`config.mk`:
```
export PLATFORM = sky130hd
export DESIGN_NAME = solver_host_link
export DESIGN_NICKNAME = d
export VERILOG_FILES = /design/src/rtl/solver_host_link.sv
export SDC_FILE = /design/constraint.sdc
export NUM_CORES = 1
export LEC_CHECK = 0
export CAP_MARGIN = 25
export CELL_PAD_IN_SITES_DETAIL_PLACEMENT = 2
export CELL_PAD_IN_SITES_GLOBAL_PLACEMENT = 2
export CORE_MARGIN = 5
export CORE_UTILIZATION = 28
export DETAILED_ROUTE_END_ITERATION = 10
export PLACE_DENSITY_LB_ADDON = 0.1
export SLEW_MARGIN = 15
export SYNTH_ARGS = -nofsm -noshare
export SYNTH_HDL_FRONTEND = slang
export SYNTH_SLANG_ARGS = --single-unit
export TNS_END_PERCENT = 100
```
`constraint.sdc`:
```
create_clock -name clk -period 2.3 [get_ports clk]
set_input_delay 0.23 -clock clk [delete_from_list [all_inputs] [get_ports clk]]
set_output_delay 0.23 -clock clk [all_outputs]
set_load 0.005 [all_outputs]
```
`src/rtl/solver_host_link.sv`:
```
// Host-side initiator for the solver bank's four-phase ARM link: loads a line group,
// collects one result word per line, then streams image-memory writes.
module solver_host_link #(
  parameter int NUM_LINES = 40,
  parameter int TIMEOUT   = 4096
) (
  input  logic        clk,
  input  logic        reset,
  input  logic        cmd_val,
  output logic        cmd_rdy,
  input  logic [31:0] cmd_data,
  input  logic [31:0] cmd_data2,
  output logic        arm_val,
  output logic        arm_ack,
  output logic [31:0] arm_data,
  output logic [31:0] arm_data2,
  input  logic        fpga_val,
  input  logic        fpga_ack,
  input  logic [31:0] fpga_data,
  output logic        res_val,
  input  logic        res_rdy,
  output logic [31:0] res_data,
  output logic [5:0]  res_index,
  output logic [1:0]  phase,
  output logic        err,
  output logic [7:0]  stray_cnt
);

  localparam int            TW       = $clog2(TIMEOUT + 1);
  localparam logic [TW-1:0] TMO_LOAD = TW'(TIMEOUT);
  localparam logic [5:0]    LAST_IDX = 6'(NUM_LINES - 1);

  typedef enum logic [3:0] {
    LD_IDLE, LD_VAL, LD_REL,
    RS_WAIT, RS_ACK, RS_REL,
    WR_IDLE, WR_VAL, WR_REL,
    ST_ACK,  ST_REL
  } state_t;

  state_t        state;
  logic          last;
  logic [5:0]    index;
  logic [TW-1:0] tmr;
  logic          res_room;
  logic          capture;
  logic          progress;

  assign res_room = !res_val || res_rdy;
  assign capture  = (state == RS_WAIT) && fpga_val && res_room;

  // Combinational so the source sees the word consumed in the cycle it is offered;
  // a pending stray result in WR_IDLE takes priority over the next write word.
  assign cmd_rdy = reset && cmd_val &&
                   ((state == LD_IDLE) || ((state == WR_IDLE) && !fpga_val));

  // progress = the awaited solver edge arrived (or the state is not a solver wait);
  // a stall caused by downstream backpressure is not charged to the solver.
  always_comb begin
    // NOTE: default assignment first so every path drives progress and no latch is inferred.
    progress = 1'b1;
    case (state)
      LD_VAL, WR_VAL, RS_ACK, ST_ACK: progress = fpga_ack;
      LD_REL, WR_REL, RS_REL, ST_REL: progress = !fpga_ack;
      RS_WAIT:                        progress = capture || !res_room;
      default:                        progress = 1'b1;
    endcase
  end

  // NOTE: all sequential state uses <= so every register sees pre-edge values of the others.
  always_ff @(posedge clk or negedge reset) begin
    if (!reset) begin
      state     <= LD_IDLE;
      last      <= 1'b0;
      index     <= '0;
      tmr       <= '0;
      arm_val   <= 1'b0;
      arm_ack   <= 1'b0;
      arm_data  <= '0;
      arm_data2 <= '0;
      res_val   <= 1'b0;
      res_data  <= '0;
      res_index <= '0;
      phase     <= 2'd0;
      err       <= 1'b0;
      stray_cnt <= '0;
    end else begin
      if (capture)                 res_val <= 1'b1;
      else if (res_val && res_rdy) res_val <= 1'b0;

      case (state)
        LD_IDLE: if (cmd_val) begin
          arm_data  <= cmd_data;
          arm_data2 <= '0;
          arm_val   <= 1'b1;
          last      <= cmd_data[31];
          state     <= LD_VAL;
        end
        LD_VAL, WR_VAL: if (fpga_ack) begin
          arm_val <= 1'b0;
          arm_ack <= 1'b1;
          state   <= (state == LD_VAL) ? LD_REL : WR_REL;
        end
        LD_REL: if (!fpga_ack) begin
          arm_ack <= 1'b0;
          if (last) begin
            state <= RS_WAIT;
            phase <= 2'd1;
            index <= '0;
          end else begin
            state <= LD_IDLE;
          end
        end
        RS_WAIT: if (capture) begin
          res_data  <= fpga_data;
          res_index <= index;
          arm_ack   <= 1'b1;
          state     <= RS_ACK;
        end
        RS_ACK, ST_ACK: if (fpga_ack) begin
          arm_ack <= 1'b0;
          state   <= (state == RS_ACK) ? RS_REL : ST_REL;
        end
        RS_REL: if (!fpga_ack) begin
          index <= index + 6'd1;
          if (index == LAST_IDX) begin
            state <= WR_IDLE;
            phase <= 2'd2;
          end else begin
            state <= RS_WAIT;
          end
        end
        WR_IDLE: begin
          if (fpga_val) begin
            arm_ack <= 1'b1;
            state   <= ST_ACK;
          end else if (cmd_val) begin
            arm_data  <= cmd_data;
            arm_data2 <= cmd_data2;
            arm_val   <= 1'b1;
            last      <= cmd_data[31];
            state     <= WR_VAL;
          end
        end
        WR_REL: if (!fpga_ack) begin
          arm_ack <= 1'b0;
          if (last) begin
            state <= LD_IDLE;
            phase <= 2'd0;
          end else begin
            state <= WR_IDLE;
          end
        end
        ST_REL: if (!fpga_ack) begin
          if (stray_cnt != 8'hFF) stray_cnt <= stray_cnt + 8'd1;
          state <= WR_IDLE;
        end
        default: state <= LD_IDLE;
      endcase

      // Expiry overrides whatever the case above scheduled for this edge.
      if (progress) begin
        tmr <= TMO_LOAD;
      end else if (tmr == TW'(1)) begin
        err     <= 1'b1;
        arm_val <= 1'b0;
        arm_ack <= 1'b0;
        phase   <= 2'd0;
        state   <= LD_IDLE;
        tmr     <= TMO_LOAD;
      end else begin
        tmr <= tmr - TW'(1);
      end
    end
  end

endmodule

```
==> results of run 1 <==
[sequential cells by signal, indices dropped and copies added, names as in the netlist]
register   flops
tmr           13
res_data      32
arm_ack        1
arm_data2     32
phase          2
stray_cnt      8
arm_val        1
index          6
arm_data      32
res_val        1
err            1
state          4
res_index      6
[through the flow]
step	hold WS, ps	cell area [µm²]
floorplan	-65.59	5842
global placement	425.6	8452
detailed placement	438.6	8452
CTS	395.8	9101
global route	393.7	9106
finish	420.2	9106
[timing repair]
action                                  CTS  global route
hold endpoints to repair                112             0
hold buffers                              1             0
pin swaps                                 0             0
gates resized for setup                   2             1
endpoints found under the setup margin    1             1
buffers inserted                          1             0
[cells in the final DEF, fill, tap and decap left out, types with 2 or more instances in the layout]
cell	instances
clkbuf_16	17
dfrtp_1	139
o31ai_1	3
nor4b_1	3
nor3_1	8
buf_4	21
a31oi_1	7
clkinv_2	3
nor2b_1	6
nand3b_1	3
buf_12	2
nand2b_1	10
nand3_1	9
inv_6	2
mux2_2	71
and3_1	3
nor2_1	30
or4_4	3
xnor2_1	11
a22o_1	32
o21ai_0	4
o211ai_1	2
o221a_2	2
nor3_2	3
clkinvlp_4	3
bufinv_16	4
inv_1	6
clkdlybuf4s50_1	216
a21oi_1	9
clkinv_4	2
xor2_1	11
a211oi_1	4
nand4_1	5
nand2_1	12
ha_1	4
nor4_1	2
[synthesized netlist by cell type (all sizes together), types with 9 or more instances]
cell type,instances
mux2,71
nand2,12
nor3,11
xor2,11
clkbuf,14
nand2b,10
a21oi,9
dfrtp,139
nand3,9
buf,13
a22o,32
nor2,32
xnor2,11
[layout make-up]
| cell class | count | area [µm²] | share of cell area, % |
|---|---|---|---|
| clock buffers | 18 | 439.2 | 4.823 |
| clock inverters | 14 | 192.7 | 2.116 |
| inverters | 6 | 22.52 | 0.2473 |
| multi-input cells | 277 | 2245 | 24.65 |
| flip-flops and latches | 139 | 3478 | 38.20 |
| well taps | 270 | 337.8 | 3.710 |
| repair buffers | 242 | 2391 | 26.26 |
[power by group through the flow]
stage / Clock [mW] / Combinational [mW] / Sequential, mW
after floorplan: 0 / 2.00 / 3.93
after global placement: 0 / 4.46 / 3.93
after detailed placement: 0 / 4.62 / 3.98
after CTS: 3.05 / 4.67 / 3.96
after global routing: 3.16 / 4.94 / 4.08
final: 2.94 / 4.57 / 3.94
[per-layer routing]
layer	up-vias	GRT usage (%)	wire (µm)
li1	2089	-	-
met1	2367	18.58	7472
met2	121	28.64	10080
met3	19	7.823	1611
met4	0	4.037	230
met5	-	0	0
[logic make-up (layout without fill, tap and decap cells)]
logic type	count (synthesis)	in the layout	share of synthesized area (%)
AO/OA/AOI/OAI	70	70	9.253
XOR/XNOR	22	22	3.298
adder cells (fa/ha/maj)	4	4	0.8567
buffers and inverters	33	280	2.377
flip-flops	139	139	59.54
multiplexers	71	71	13.69
AND/OR/NAND/NOR	110	110	10.99
[worst min path at each step]
stage | start | endpoint | cells after the start
final | cmd_data[21] | arm_data[21] | 2
after global routing | cmd_data[21] | arm_data[21] | 2
after CTS | cmd_data[21] | arm_data[21] | 2
after detailed placement | reset | arm_data[18] | 2
after global placement | reset | arm_data[19] | 2
after floorplan | reset | arm_ack | 0
==> out/metrics.csv, run 1 <==
stage,metric,value,unit
place,pre_cts_ws,-109.8,ps
sta,fin_crit,2206,ps
detailed_routing,first_iter_violations,147,
grt,antenna_found_initial,0,
clocking,clk_pin_slew,70,ps
setup_path,cp_max_fo,2,
setup_path,r2r-start,tmr[1],
yosys,syn_area,5842,µm²
yosys,async_reset_ff_share,100.0,%
setup_path,worstPathRequired,2070,ps
yosys,yosysWarningCount,0,
power_and_ir_drop,p_leak,3.848,nW
final_layout,post_route_cells_drive_above_1_share,20.55,%
setup_path,cp-start-kind,flip-flop,
floorplan,start_util,28.69,%
sta,setup_tns,0,ps
sta,postLayoutSetupSlackWorst,93.67,ps
final_layout,num_antenna_cells,0,
run_status,status,completed,
clocking,cts_buffers,17,
sta,rsz0062_at_grt,false,
place,post-place-cells,932,
setup_path,critPathCapture,cmd_rdy,
flow_run,drv_cap,0,
yosys,synth_edf_count,0,
power_and_ir_drop,combPwrFrac,39.9,%
setup_path,path_depth,6,
clocking,clock_latency,420,ps
detailed_routing,vias,4596,
sta,max_slew_margin,49.31,%
setup_path,cp_slowest_stage_delay,500,ps
power_and_ir_drop,pwr-share-clk,25.7,%
place,dpl.hpwl,14190,µm
final_layout,fillers,2048,
final_layout,final_cells,966,
clocking,cts_sinks,139,
hold_path,min_path_type,in2reg,
setup_path,r2r_end,tmr[9],
setup_path,ff2ff_path_depth,5,
grt,grt_usage,16.58,%
yosys,ys_types,49,
clocking,cts_max_level,4,
setup_path,cp_num_buf_inv,2,
sta,max_freq,453.2,MHz
yosys,yosys-top-cells-area,"dfrtp_1 (60%), mux2_2 (14%), a22o_1 (4.8%)",
detailed_routing,dr.pass1.iters,4,
grt,grt_pass1_vias,5418,
detailed_routing,vias_per_cell,4.758,
power_and_ir_drop,pwr-share-seq,34.4,%
setup_path,crit_type,reg2out,
clocking,cts-root-buf,clkbuf_16,
setup_path,cp.arrival,1980,ps
setup_path,setup.worst_path.end_class,output pin,
yosys,avgSynthCellArea,13.01,µm²
grt,grt_pass1_wl,31160,µm
yosys,yosysTopAreaCell,dfrtp_1,
sta,hold_viol,0,
sta,tightest_slew,760.3,ps
final_layout,synthToLayoutAreaGrowth,55.88,%
clocking,cts.path.max_buffers,2,
floorplan,die_w,154.4,µm
floorplan,ios,219,
yosys,syn-num-nets,555,
grt,grt_max_degree,140,
grt,gr-total-overflow,0,
setup_path,ff2ff_setup_slack,150,ps
yosys,yosysTopAreaCellShare,59.54,%
sta,finalSetupViolCount,0,
detailed_routing,drcViolationCount,0,
final_layout,finalCoreUtilization,44.72,%
floorplan,rows,52,
setup_path,cpMaxStageDelayCell,or3b_2,
power_and_ir_drop,switching_share,30.39,%
yosys,yosysSeqAreaShare,59.54,%
sta,fin_crit_sh,95.93,%
power_and_ir_drop,peakVddDrop,0.0004919,V
sta,maxSlewViolCount,0,
yosys,synth-main-ff-cell,dfrtp_1,
power_and_ir_drop,internal_power,7.970,mW
power_and_ir_drop,p_per_area,1257,nW/µm²
detailed_routing,drt-total-wl,19400,µm
detailed_routing,antenna_left,0,
power_and_ir_drop,p_switching,3.480,mW
place,io_buffers,218,
yosys,yosys_register_bits,139,
yosys,syn_inst,449,
floorplan,die_h,154.4,µm
power_and_ir_drop,p_total,11.45,mW
detailed_routing,routedWlPerCell,20.08,µm
setup_path,critPathTopFamily,simple AND/OR/NAND/NOR gates,
sta,fin_skew,9.329,ps
floorplan,fp.coreArea,20360,µm²
clocking,cts_tree,yes,
setup_path,path_cells,"or3b_2, nor3_2, buf_4, nor2_4, nor2b_1, clkdlybuf4s15_1",
setup_path,startpoint,state[1],
floorplan,die-area,23850,µm²
final_layout,layout.nets,789,
place,place_congestion,0.7709,
Power figures use the tool's default switching activity.
==> inputs of run 2 (changes only) <==
Settings changed: GPL_ROUTABILITY_DRIVEN set to 1.
==> results of run 2 <==
Same layout as run 1: the final DEF is identical, and so are final timing and power.
